--- src/rtl/k_stream_pkg.sv ---
// rtl/k_stream_pkg.sv - shared state type, default widths, lane slicing and weight image for k_stream_out
package k_stream_pkg;

   localparam int DATA_W = 16;
   localparam int ADDR_W = 13;
   localparam int IND_W  = 7;

   typedef enum logic [1:0] {IDLE, CALC, STREAM, DRAIN} k_state_e;

   function automatic int k_clog2(input int v);
      int r;
      r = 0;
      while ((1 << r) < v) r++;
      return r;
   endfunction

   // Weight image: lane index in the upper field, word address in the lower ten bits.
   function automatic logic [31:0] k_rom_word(input int lane, input int addr);
      return 32'((lane << 10) | (addr & 32'h3FF));
   endfunction

endpackage

`ifndef K_LANE
`define K_LANE(bus, i, w) bus[(i)*(w) +: (w)]
`endif

--- src/rtl/k_lane_rom.sv ---
// rtl/k_lane_rom.sv - one DATA_W x 2**ADDR_W weight ROM lane, synchronous read, output held while ena=0
module k_lane_rom #(
   parameter int LANE   = 0,
   parameter int DATA_W = 16,
   parameter int ADDR_W = 13
) (
   input  logic              clk_in,
   input  logic              rst_n,
   input  logic              ena,
   input  logic [ADDR_W-1:0] addr,
   output logic [DATA_W-1:0] rdata
);
   import k_stream_pkg::*;

   always_ff @(posedge clk_in or posedge rst_n) begin
      if (rst_n) begin
         rdata <= '0;
      end else if (ena) begin
         rdata <= DATA_W'(k_rom_word(LANE, int'(addr)));
      end
   end

endmodule

--- src/rtl/k_stream_out.sv ---
// rtl/k_stream_out.sv - kernel-weight streamer: FSM, base multiply, ROM bank, valid/last pipeline.
// Optional bound check on the kernel window enabled by K_BOUND_CHK_EN.
module k_stream_out #(
   parameter int NUM_LANES = 36,
   parameter int DATA_W    = k_stream_pkg::DATA_W,
   parameter int KSIZE     = 36,
   parameter int IND_W     = k_stream_pkg::IND_W,
   parameter int ADDR_W    = k_stream_pkg::ADDR_W
) (
   input  logic                        clk_in,
   input  logic                        rst_n,
   input  logic                        k_start,
   input  logic [IND_W-1:0]            k_ind,
   input  logic                        k_loop,
   input  logic                        k_rdy_in,
   output logic                        k_busy,
   output logic                        k_valid,
   output logic                        k_last,
   output logic [NUM_LANES*DATA_W-1:0] k_data,
   output logic                        k_err
);
   import k_stream_pkg::*;

   localparam int CNT_W  = k_clog2(KSIZE);
   localparam int PROD_W = IND_W + CNT_W + 1;

   k_state_e                    state_q, state_d;
   logic [IND_W-1:0]            ind_q;
   logic [ADDR_W-1:0]           base_q;
   logic [ADDR_W-1:0]           addr_q;
   logic [CNT_W-1:0]            cnt_q;
   logic                        iss_q;
   logic                        iss_last_q;
   logic [PROD_W-1:0]           prod_full;
   logic [ADDR_W-1:0]           base_calc;
   logic                        bound_err;
   logic                        fire;
   logic                        last_cnt;
   logic [NUM_LANES*DATA_W-1:0] rom_bus;

   assign fire      = ~k_valid | k_rdy_in;
   assign last_cnt  = (cnt_q == CNT_W'(KSIZE - 1));
   assign prod_full = PROD_W'(ind_q) * PROD_W'(KSIZE);
   assign base_calc = ADDR_W'(prod_full);
   assign k_busy    = (state_q != IDLE);

`ifdef K_BOUND_CHK_EN
   logic [PROD_W:0] end_full;
   logic            err_q;

   // Uses the untruncated product so a base beyond the ROM is caught, not just a window straddling the top.
   assign end_full  = {1'b0, prod_full} + (PROD_W + 1)'(KSIZE - 1);
   assign bound_err = ((end_full >> ADDR_W) != '0);
   assign k_err     = err_q;

   always_ff @(posedge clk_in or posedge rst_n) begin
      if (rst_n) begin
         err_q <= 1'b0;
      end else begin
         err_q <= (state_q == CALC) && bound_err;
      end
   end
`else
   assign bound_err = 1'b0;
   assign k_err     = 1'b0;
`endif

   for (genvar i = 0; i < NUM_LANES; i++) begin : g_lane
      k_lane_rom #(
         .LANE   (i),
         .DATA_W (DATA_W),
         .ADDR_W (ADDR_W)
      ) u_rom (
         .clk_in (clk_in),
         .rst_n  (rst_n),
         .ena    (fire),
         .addr   (addr_q),
         .rdata  (`K_LANE(rom_bus, i, DATA_W))
      );
   end

   always_ff @(posedge clk_in or posedge rst_n) begin
      if (rst_n) begin
         state_q <= IDLE;
      end else begin
         state_q <= state_d;
      end
   end

   always_comb begin
      state_d = state_q;
      case (state_q)
         IDLE:    if (k_start) state_d = CALC;
         CALC:    state_d = bound_err ? IDLE : STREAM;
         STREAM:  if (fire && last_cnt && !k_loop) state_d = DRAIN;
         DRAIN:   if (fire && k_valid && k_last) state_d = IDLE;
         default: state_d = IDLE;
      endcase
   end

   // Issue -> ROM register -> output register; every stage advances only on fire.
   always_ff @(posedge clk_in or posedge rst_n) begin
      if (rst_n) begin
         ind_q      <= '0;
         base_q     <= '0;
         addr_q     <= '0;
         cnt_q      <= '0;
         iss_q      <= 1'b0;
         iss_last_q <= 1'b0;
         k_valid    <= 1'b0;
         k_last     <= 1'b0;
         k_data     <= '0;
      end else begin
         if (state_q == IDLE && k_start) begin
            ind_q <= k_ind;
         end
         if (state_q == CALC) begin
            base_q <= base_calc;
            addr_q <= base_calc;
            cnt_q  <= '0;
         end
         if (state_q == STREAM && fire) begin
            if (!last_cnt) begin
               addr_q <= addr_q + ADDR_W'(1);
               cnt_q  <= cnt_q + CNT_W'(1);
            end else if (k_loop) begin
               addr_q <= base_q;
               cnt_q  <= '0;
            end
         end
         if (fire) begin
            iss_q      <= (state_q == STREAM);
            iss_last_q <= (state_q == STREAM) && last_cnt;
            k_valid    <= iss_q;
            k_last     <= iss_last_q;
            k_data     <= rom_bus;
         end
      end
   end

endmodule

--- config.mk ---
export PLATFORM = sky130hd
export DESIGN_NAME = k_stream_out
export DESIGN_NICKNAME = d
export VERILOG_FILES = /design/src/rtl/k_stream_pkg.sv /design/src/rtl/k_lane_rom.sv /design/src/rtl/k_stream_out.sv
export SDC_FILE = /design/constraint.sdc
export NUM_CORES = 1
export LEC_CHECK = 0
export ABC_CLOCK_PERIOD_IN_PS = 3500
export CAP_MARGIN = 15
export CELL_PAD_IN_SITES_DETAIL_PLACEMENT = 1
export CELL_PAD_IN_SITES_GLOBAL_PLACEMENT = 1
export CORE_AREA = 3 3 226 228
export CTS_CLUSTER_SIZE = 12
export DETAILED_ROUTE_END_ITERATION = 12
export DIE_AREA = 0 0 229 231
export HOLD_SLACK_MARGIN = 0.08
export PLACE_DENSITY = 0.61
export SKIP_CTS_REPAIR_TIMING = 1
export SYNTH_ARGS = -nofsm -noshare
export SYNTH_HDL_FRONTEND = slang
export SYNTH_SLANG_ARGS = --single-unit
--- constraint.sdc ---
create_clock -name clk_in -period 3.5 [get_ports clk_in]
set_clock_uncertainty 0.15 [all_clocks]
set_input_delay 0.7 -clock clk_in [delete_from_list [all_inputs] [get_ports clk_in]]
set_output_delay 0.7 -clock clk_in [all_outputs]
set_load 0.01 [all_outputs]
* Word-level counts from Yosys, hierarchy flattened
Index checks and enable logic that the tools add are counted.
** Storage, ports and cells
- Register bits :: 554
- Bits of input ports :: 12
- Output and inout bits :: 580
- Logic and storage cells :: 51
** Cells by class
- Add/subtract/negate cells :: 2
- Multiply operators :: 1
- Equal/unequal tests :: 7
- Muxes and demuxes :: 12
- Bitwise gates (word level) :: 2
- Reductions and logical operators :: 11
** Operators by type and width (count)
- $mux 13 :: 4
- $mux 6 :: 4
- $add 13x1->13 const B :: 1
- $mul 7x4->11 const B :: 1
- $pmux 2 s4 :: 1
- $logic_and 1x1->1 :: 7
- $add 6x1->6 const B :: 1
- $eq 6x6->1 const B :: 1
- $mux 2 :: 3
- $ne 2x2->1 const B :: 3
- $eq 2x2->1 const B :: 2
- $reduce_and 3->1 :: 1
- $eq 2x1->1 const B :: 1
- $logic_not 2->1 :: 1
- $reduce_bool 2->1 :: 1
- $logic_not 1->1 :: 1
- $not 1->1 :: 1
- $or 1x1->1 :: 1

* Depth between registers and ports, before layout
- Word-level depth :: 6
- Gate-level depth with buffers :: 7
- Depth with buffers taken out :: 7

* Modules after synthesis
Synthesis repeated with hierarchy kept, for this count alone.
** Second synthesis, totals
- Cell total of the unflattened synthesis :: 3739
- Area total of the unflattened synthesis :: 41279.6 sq um
** By module, submodules not included
- k_stream_out :: times used 1, cells an instance 2660, area an instance 23867.9 sq um, sequential area each 15489.9 sq um
- k_lane_rom at g_lane[10].u_rom ... :: times used 35, cells an instance 30, area an instance 484.2 sq um, sequential area each 275.3 sq um
- k_lane_rom at g_lane[0].u_rom :: times used 1, cells an instance 29, area an instance 464.2 sq um, sequential area each 250.2 sq um

* Worst setup path before layout
No wires, ideal clock.
- Kind :: register -> output
- Start point :: register, netlist name k_data[559]
- End point :: output k_data[107]
- Data arrival time :: 1.984 ns
- Data required time :: 2.650 ns
- Setup slack :: 0.666 ns
- Stages on the path, launching flop included :: 2
- Buffers on the path :: 1
- Path through :: dfrtp_1 > buf_4
** RTL lines
- end, declared :: RTL line k_stream_out.sv:19 : output logic [NUM_LANES*DATA_W-1:0] k_data,

==> key figures <==
Die
  • Starting Density: 0.1457
  • Overall die width: roughly 230 µm
  • Die Footprint: between 50000 and 60000 µm²
  • Standard-cell row count: 81
  • Ports: 592
  • Core footprint: 49050 µm²
  • Die span in y: roughly 230 µm

Global route
  • Met3 GRT Util: 0.01950
  • Aggregate global routing overflow: 0
  • Most Used Layer, Global Route: met2
  • Met2 Track Usage GR: 0.1183
  • Number of antenna violations at the first check in global routing: 0
  • Met1 track demand over resource: 0.06425
  • Maximum number of pins on one net before global-route repair: 50
  • Global-route usage over all layers: 0.06078
  • First-pass GRT wire length: ~26000 µm
  • Number of global-route vias before repair: ~4200

STA
  • Post-route setup slack: roughly 0.63 ns
  • Maximum clock frequency: about 350 MHz
  • Hold Slack: 0.3143 ns
  • Endpoints failing setup: 0
  • Slew HR: 0.5458
  • Number of pins with negative max-slew slack in the final report: 0
  • Final hold vios: 0
  • Portion of the clock cycle consumed by the worst path in the final layout: 0.8187
  • RSZ-0062 raised after global routing: no
  • Tightest Pin Transition: a little under 0.7 ns
  • Setup TNS: 0 ns
  • Post-route minimum period: about 2.9 ns

Place
  • RePlAce Congestion: 0.7603
  • Pre-CTS setup slack: between 0.7 and 0.8 ns
  • DPL Wire Length: 15200 µm
  • Port Buffer Count: ~460

Logic synthesis
  • Synth async-reset ratio: 1.000
  • Synth top area share: 0.5946
  • Synth cell count leaders: 566 x buf_4, 77 x nand2_1, 59 x dfrtp_1
  • Cell count after synthesis: around 850
  • Post-synth EDFFs: 0
  • Share of synthesized area occupied by flip-flops and latches: 0.2066
  • Post-synthesis average cell area: roughly 8.4 µm²
  • Area fraction in and, or, nand and nor cells after synthesis: 0.07652
  • Adder-Cell Fraction of Synth Area: 0.02732
  • Number of different library cells in the post-synthesis netlist: 51
  • Cell type with the highest aggregate area in the netlist: buf_4
  • Share of the synthesized netlist area taken by xor and xnor gates: 0.004903
  • Largest family of logic cells by synthesized area: buffers and inverters
  • Most used flip-flop cell after synthesis: dfrtp_1
  • Most common cell in the synthesized netlist: buf_4
  • Synth warnings: 0
  • Multiplexer fraction of the synthesized cell area: 0.03082
  • Mapped Area: 7146 µm²
  • Largest cells by area after synthesis: buf_4 59%, dfrtp_1 21%, nand2_1 4.0%, mux2_2 2.5%, ha_1 2.5%
  • Complex-gate fraction of the synthesized area: 0.04728
  • Synthesis-stage register bit count: 59

Run status
  • Status: completed

Final layout
  • Filler Cells Inserted: approximately 5800
  • Count of inserted antenna diode cells: 0
  • Count of nets after finishing: 920
  • Area growth syn-to-layout: 29.77%
  • Multi-input logic area: ~1800 µm²
  • Final Core Density: 0.1890
  • Sequential cell area in the final layout: 1478 µm²
  • Fraction of layout cells with a size suffix above 1: 0.06682

Critical path
  • Setup CP Type: reg -> out
  • Biggest fanout along the worst timing path: just under 50
  • Arr. time, crit path: between 2 and 2.5 ns
  • Required time at the endpoint of the critical path: around 2.7 ns
  • Kind of start point of the critical path: register
  • CP Capture Type: output pin

Clock network
  • Maximum buffer depth of the clock tree: 2
  • Clock tree from TritonCTS: yes
  • Clock sink count: 59
  • CTS Root Buffer Type: clkbuf_16
  • Clock latency on the worst-skew pair: about 0.32 ns
  • Clock transition time at the flip-flop clock pins of the worst setup and hold paths: 0.06 ns
  • Total number of H-tree levels: 3
  • TritonCTS Buffers: 9

Hold path
  • Type of the worst min-delay path: reg -> reg

Drt
  • Detailed Route WL: 18560 µm
  • Detailed-routing iteration count for the pre-antenna-repair pass: 5
  • Antenna violation net count after detailed routing: 0
  • Routed vias/inst: around 2.8
  • DRC Markers: 0
  • Iteration-0 DRC Markers: between 150 and 200
  • Via count of the routed design: about 4400
  • Average wire length per cell after detail routing: approximately 12 µm

Power
  • Power density normalized to cell area: between 1000 and 1500 nW/µm²
  • P_leak: roughly 3.8 nW
  • Max VDD drop: 337.7 µV

Job
  • Maximum Capacitance Violations: 0
cell families (layout without fill, tap and decap cells):
| family | after synthesis | count (layout) |
|---|---|---|
| AOI/OAI and AO/OA | 44 | 44 |
| DFF | 59 | 59 |
| xor gates and xnor gates | 4 | 4 |
| adders and majority gates | 15 | 15 |
| muxes | 20 | 20 |
| and+or+nand+nor | 122 | 122 |
| buffers and inverters | 587 | 505 |
| other | 1 | 129 |
final timing paths:
| check | depth (start not counted) | endpoint | from | slack (ns) |
|---|---|---|---|---|
| max in group asynchronous | 3 | k_data[561]$_DFFE_PP0N_ | rst_n | 2.02 |
| setup / recovery | 2 | k_data[299] | k_data[559]$_DFFE_PP0N_ | 0.63 |
| min in group asynchronous | 2 | state_q[1]$_DFFE_PP0P_ | rst_n | 0.61 |
| setup reg to reg | 5 | cnt_q[3]$_DFF_PP0_ | cnt_q[0]$_DFF_PP0_ | 1.01 |
| hold reg to reg | 2 | g_lane[35].u_rom.rdata[9]$_DFFE_PP0N_ | g_lane[35].u_rom.rdata[9]$_DFFE_PP0N_ | 0.31 |
| hold / removal | 2 | g_lane[35].u_rom.rdata[9]$_DFFE_PP0N_ | g_lane[35].u_rom.rdata[9]$_DFFE_PP0N_ | 0.31 |
per-layer routing:
metal	vias up	routed length, µm	part of all wire
li1	2081	-	-
met1	2081	6632	0.36
met2	206	10330	0.56
met3	10	1460	0.079
met4	0	131	0.0071
met5	-	0	0
area by class of cell:
type | count | area share
repair buffers | 479 | 0.5152
multi-input cells | 334 | 0.1965
flip-flops and latches | 59 | 0.1594
well taps | 664 | 0.08960
clock buffers | 9 | 0.02429
clock inverters | 7 | 0.01106
inverters | 10 | 0.004048
through the flow:
step	area [µm²]	instances	power (mW)
global route	9273	1562	10.82
detailed placement	8945	1546	9.405
global placement	8945	1546	9.294
CTS	9273	1562	10.40
floorplan	7626	980	7.277
finish	9273	1562	10.17
worst max-delay path, stage by stage, from the launching register on:
cell             delay, ns
dfrtp_2               0.80
buf_12                0.28
clkdlybuf4s50_1       0.58
report_power, final:
| group | internal, mW | leakage [nW] | switching [mW] |
|---|---|---|---|
| combinational | 4.42 | 2.96 | 3.50 |
| clock | 0.627 | 0.156 | 0.329 |
| sequential | 0.994 | 0.711 | 0.297 |
| total | 6.04 | 3.82 | 4.13 |
state kept, by name, summed over array words and instances (netlist names):
register / cells
addr_q: 10
base_q: 8
cnt_q: 6
g_lane.u_rom.rdata: 11
ind_q: 7
iss_last_q: 1
iss_q: 1
k_data: 11
k_last: 1
k_valid: 1
state_q: 2
cells in the final DEF, fill, tap and decap left out, types with 4 or more instances in the layout:
cell	Yosys	routed
mux2_2	16	16
clkdlybuf4s50_1	0	462
inv_1	10	9
clkinv_4	0	4
nand2_1	77	77
nor2_1	10	10
xor2_1	4	4
buf_4	566	15
mux2i_1	4	4
nand4_1	4	4
nand3_1	6	6
conb_1	1	129
nand2b_1	4	4
dfrtp_1	59	58
ha_1	14	14
o21ai_0	9	9
clkbuf_16	0	9
nor3_1	6	6
Power figures use the tool's default switching activity.
==> patch 1: new RTL, same settings <==
The option `K_BOUND_CHK_EN` is turned on by a define.
--- a/src/rtl/k_stream_out.sv
+++ b/src/rtl/k_stream_out.sv
@@ -1,4 +1,6 @@
 // rtl/k_stream_out.sv - kernel-weight streamer: FSM, base multiply, ROM bank, valid/last pipeline.
 // Optional bound check on the kernel window enabled by K_BOUND_CHK_EN.
+`define K_BOUND_CHK_EN
+
 module k_stream_out #(
    parameter int NUM_LANES = 36,
Formal check against the unedited RTL: no difference found for any inputs over 4 cycles, from zero or initial values and one cycle with rst_n high; that may be too few to reach the edited logic, so the function may still have changed.
==> patch 1 against the unedited design <==
  * Sequential cell count increased by 1
  * Utilization decreased by 0.26 points
  * Worst setup slack got worse by 0.22 ns
  * First-iteration DRC count decreased by 2.6%
  * Total power decreased by 33%
  * Non-clock buffer count decreased by 1
  * Sequential share of layout area increased by 0.49 points
  * Synthesized area decreased by 1.0%
  * Register-to-register slack improved by 0.35 ns
  * Design area decreased by 1.4%
  * Combinational power decreased by 40%
  * Wire length decreased by 3.3%
  * Fmax decreased by 7.0%
==> patch 1: results <==
export IMPL_multi_input_area_mm2=0.00172
export IMPL_gp_congestion=0.729
export IMPL_reg2regPathDepth=8
export IMPL_reg2reg_setup_slack_ns=1.36
export IMPL_yosys_area_share_adder=0.0205
export IMPL_comb_multi_input_count=291
export IMPL_hp_class="reg2reg"
export IMPL_ant_nets=0
export IMPL_synthToLayoutAreaGrowth_pct=29.3
export IMPL_grt_pass1_vias=3791
export IMPL_hold_depth=1
export IMPL_drc=0
export IMPL_antenna_found_initial=0
export IMPL_yosysSeqAreaShare=0.212
export IMPL_place_area_mm2=0.00884
export IMPL_synth_top_cells_by_area="buf_4 60%, dfrtp_1 21%, mux2_2 4.9%"
export IMPL_worst_ir_drop_vdd_uv=261
export IMPL_grt_max_degree=47
export IMPL_dp_final_hpwl_um=14500
export IMPL_cellPowerDensity_mw_per_mm2=744
export IMPL_status="complete, no violations"
export IMPL_antennaDiodeCount=1
export IMPL_layout_nonclk_buf_frac=0.520
export IMPL_clock_buffers=9
export IMPL_muxShareOfSynthArea=0.0508
export IMPL_ys_ff_latch=60
export IMPL_reg_top3="g_lane.u_rom.rdata x11, k_data x11, addr_q x10"
export IMPL_worst_pin_slew_ns=1.02
export IMPL_synthFlopType="dfrtp_1"
export IMPL_synth_compound_area_frac=0.0386
export IMPL_dr_pass1_iters=4
export IMPL_clockBufferDepth=2
export IMPL_cp_arrival_ns=2.23
export IMPL_final_nets=870
export IMPL_yosys_warnings=0
export IMPL_fin_crit_sh=0.881
export IMPL_crit_fanout=46
export IMPL_synthXorXnorAreaFrac=0.00991
export IMPL_n_all_inverters=7
export IMPL_wl_um=17900
export IMPL_synth_cell_type_count=47
export IMPL_grt_use_total=0.0584
export IMPL_async_flop_share=1.00
export IMPL_insertion_delay_ns=0.33
export IMPL_dr_first_iter_drc_count=147
export IMPL_grt_pass1_wl_um=25100
export IMPL_nFillCells=5775
export IMPL_num_nonclk_buffers=478
export IMPL_regArea_mm2=0.00150
export IMPL_drive_gt1_frac=0.0904
export IMPL_port_buffers=463
export IMPL_p_leak_nw=3.72
export IMPL_place_ws_ns=0.742
export IMPL_netlist_top_cells_count="566 x buf_4, 60 x dfrtp_1, 37 x nand2_1"
export IMPL_path_clk_slew_ns=0.06
export IMPL_routed_via_count=4125
export IMPL_clock_area_frac=0.0328
[patch 1: cell types whose count changed after synthesis, sizes merged, moves of 3 or more]
cell and change:
clkbuf -4, mux2i -3, a211oi -3, nand2 -40, o21ai +3, xnor2 +6, inv -3, nand3 +3
mux2 +15, nor2 -5, ha -4
[patch 1: critical path, stage by stage (launching register included)]
cell	delay, ns
dfrtp_2	0.78
buf_4	0.48
clkdlybuf4s50_1	0.63
[patch 1: per-stage QoR]
stage	utilization	hold WS, ns	instances
6_report	0.186	0.319	1517
3_3_place_gp	0.180	0.303	1500
4_1_cts	0.186	0.324	1516
3_5_place_dp	0.180	0.310	1500
5_1_grt	0.186	0.342	1516
2_1_floorplan	-	0.280	933
[patch 1: logic make-up after synthesis]
family	count (synthesis)
compound gates	37
xor+xnor	8
fa+ha+maj	11
buf+inv	582
flops	60
mux	32
other cells	1
simple gates	74
[patch 1: final timing paths]
kind                                           endpoint                    start
worst max-delay path                        k_data[559]  k_data[559]$_DFFE_PP0N_
max in group asynchronous       k_data[559]$_DFFE_PP0N_                    rst_n
worst max register to register      addr_q[8]$_DFF_PP0_     ind_q[4]$_DFFE_PP0P_
worst min register to register      k_valid$_DFFE_PP0N_        iss_q$_DFFE_PP0N_
min in group asynchronous       k_data[563]$_DFFE_PP0N_                    rst_n
worst min-delay path                k_valid$_DFFE_PP0N_        iss_q$_DFFE_PP0N_
[patch 1: where the power goes]
group / internal (mW) / switching, mW / total, mW
clock: 0.554 / 0.339 / 0.893
combinational: 2.69 / 2.03 / 4.72
sequential: 0.927 / 0.265 / 1.19
total: 4.17 / 2.64 / 6.80
[patch 1: metal layers]
layer / track usage / part of all wire
met2: 0.115 / 0.57
met5: 0 / 0
met1: 0.0609 / 0.34
met3: 0.0188 / 0.083
met4: 0.0100 / 0.0055
==> patch 2: new RTL, same flow settings <==
Without the edit above. Re-encode `k_state_e` (4 states) as one-hot, 4 bits wide.
--- a/src/rtl/k_stream_pkg.sv
+++ b/src/rtl/k_stream_pkg.sv
@@ -6,5 +6,5 @@
    localparam int IND_W  = 7;
 
-   typedef enum logic [1:0] {IDLE, CALC, STREAM, DRAIN} k_state_e;
+   typedef enum logic [3:0] {IDLE = 4'b0001, CALC = 4'b0010, STREAM = 4'b0100, DRAIN = 4'b1000} k_state_e;
 
    function automatic int k_clog2(input int v);
Check against the original RTL: same outputs for any inputs over 4 cycles, from zero or initial values and one cycle with rst_n high; so few cycles prove little.
==> patch 2 against the unedited design <==
  * Design area rose by 0.24%
  * Total power fell by 8.5%
  * Cell count rose by 0.19%
  * Worst setup slack got worse by 0.096 ns
  * Highest routed layer unchanged
  * Wire length rose by 2.9%
  * Via count rose by 2.2%
  * Synthesized area rose by 1.8%
  * Combinational power fell by 9.7%
  * Utilization barely moved
  * Sequential cell count rose by 2
  * Largest cell class unchanged
==> patch 2: results <==
export IMPL_status="complete, no violations"
export IMPL_dp_final_hpwl_um=15500
export IMPL_r2r_end="addr_q[2]$_DFF_PP0_"
export IMPL_p_leak_nw=3.82
export IMPL_synth_compound_area_frac=0.0499
export IMPL_yosys_warnings=0
export IMPL_crit_fanout=39
export IMPL_synth_cell_type_count=58
export IMPL_grt_pass1_wl_um=26800
export IMPL_reg2reg_setup_slack_ns=1.23
export IMPL_synth_top_cells_by_area="buf_4 58%, dfrtp_1 21%, nand2_1 3.9%"
export IMPL_rr_startpoint="state_q[2]$_DFFE_PP0P_"
export IMPL_worst_pin_slew_ns=0.881
export IMPL_grt_use_total=0.0621
export IMPL_reg2regPathDepth=4
export IMPL_drive_gt1_frac=0.0655
export IMPL_yosys_area_share_adder=0.0182
export IMPL_dr_first_iter_drc_count=170
export IMPL_place_ws_ns=0.725
export IMPL_grt_pass1_vias=4193
export IMPL_gp_congestion=0.726
export IMPL_crit_path_start="k_data[559]$_DFFE_PP0N_"
export IMPL_synthXorXnorAreaFrac=0.00602
export IMPL_cp_arrival_ns=2.11
export IMPL_muxShareOfSynthArea=0.0289
export IMPL_via_per_inst=2.86
export IMPL_worst_ir_drop_vdd_uv=341
export IMPL_yosysSeqAreaShare=0.210
-- patch 2: cell count changes in the layout (fill, tap and decap cells not counted), moves of 3 or more --
cell and change:
a211oi_1 +4, a221o_1 +3, a22oi_1 -3, clkinv_2 +5, clkinv_4 -4, ha_1 -5, nand3_1 +4, nor2_1 -3
-- patch 2: final cells by class --
class / instances / area (µm²)
fillers: 5846 / 39800
flip-flops and latches: 61 / 1530
well taps: 664 / 831
repair buffers: 478 / 4760
inverters: 10 / 37.5
clock buffers: 10 / 229
multi-input cells: 336 / 1860
clock inverters: 6 / 55.1
-- patch 2: how the worst max path moves through the flow --
stage | cells past startpoint | slack (ns) | endpoint
final | 2 | 0.54 | k_data[527]
after global routing | 2 | 0.36 | k_data[527]
after CTS | 2 | 0.46 | k_data[527]
after detailed placement | 6 | 0.72 | addr_q[2]$_DFF_PP0_
after global placement | 6 | 0.73 | addr_q[2]$_DFF_PP0_
after floorplan | 1 | 0.67 | k_data[107]
-- patch 2: kinds of logic (layout without fill, tap and decap cells) --
logic type	count (synthesis)	in the layout
fa+ha+maj	10	10
other cells	1	129
flops	61	61
mux	19	19
simple gates	124	124
compound gates	49	49
buf+inv	591	504
xor+xnor	5	5
-- patch 2: worst register-to-register path, stage by stage (launching register included) --
cell	delay [ns]
dfrtp_1	0.46
nor4b_4	0.81
buf_4	0.31
a21oi_4	0.07
a221o_1	0.35
-- patch 2: through the flow --
stage / std cells / power (mW) / utilization / instance area, µm²
finish: 1565 / 9.30 / 0.189 / 9300
global route: 1565 / 9.91 / 0.189 / 9300
CTS: 1565 / 9.52 / 0.189 / 9300
detailed placement: 1549 / 8.65 / 0.184 / 9010
global placement: 1549 / 8.55 / 0.184 / 9010
floorplan: 988 / 6.71 / - / 7760
-- patch 2: metal layers --
layer  vias up  share of wire  global-route usage
li1       2103              -                   -
met1      2151           0.36              0.0690
met2       216           0.56               0.122
met3         6          0.080              0.0136
met4         0         0.0015              0.0106
met5         -              0                   0
-- patch 2: report_power, final --
part | internal [mW] | switching (mW) | leakage (nW) | total, mW
registers | 1.00 | 0.300 | 0.754 | 1.30
logic | 4.03 | 3.12 | 2.92 | 7.15
clock network | 0.544 | 0.303 | 0.146 | 0.847
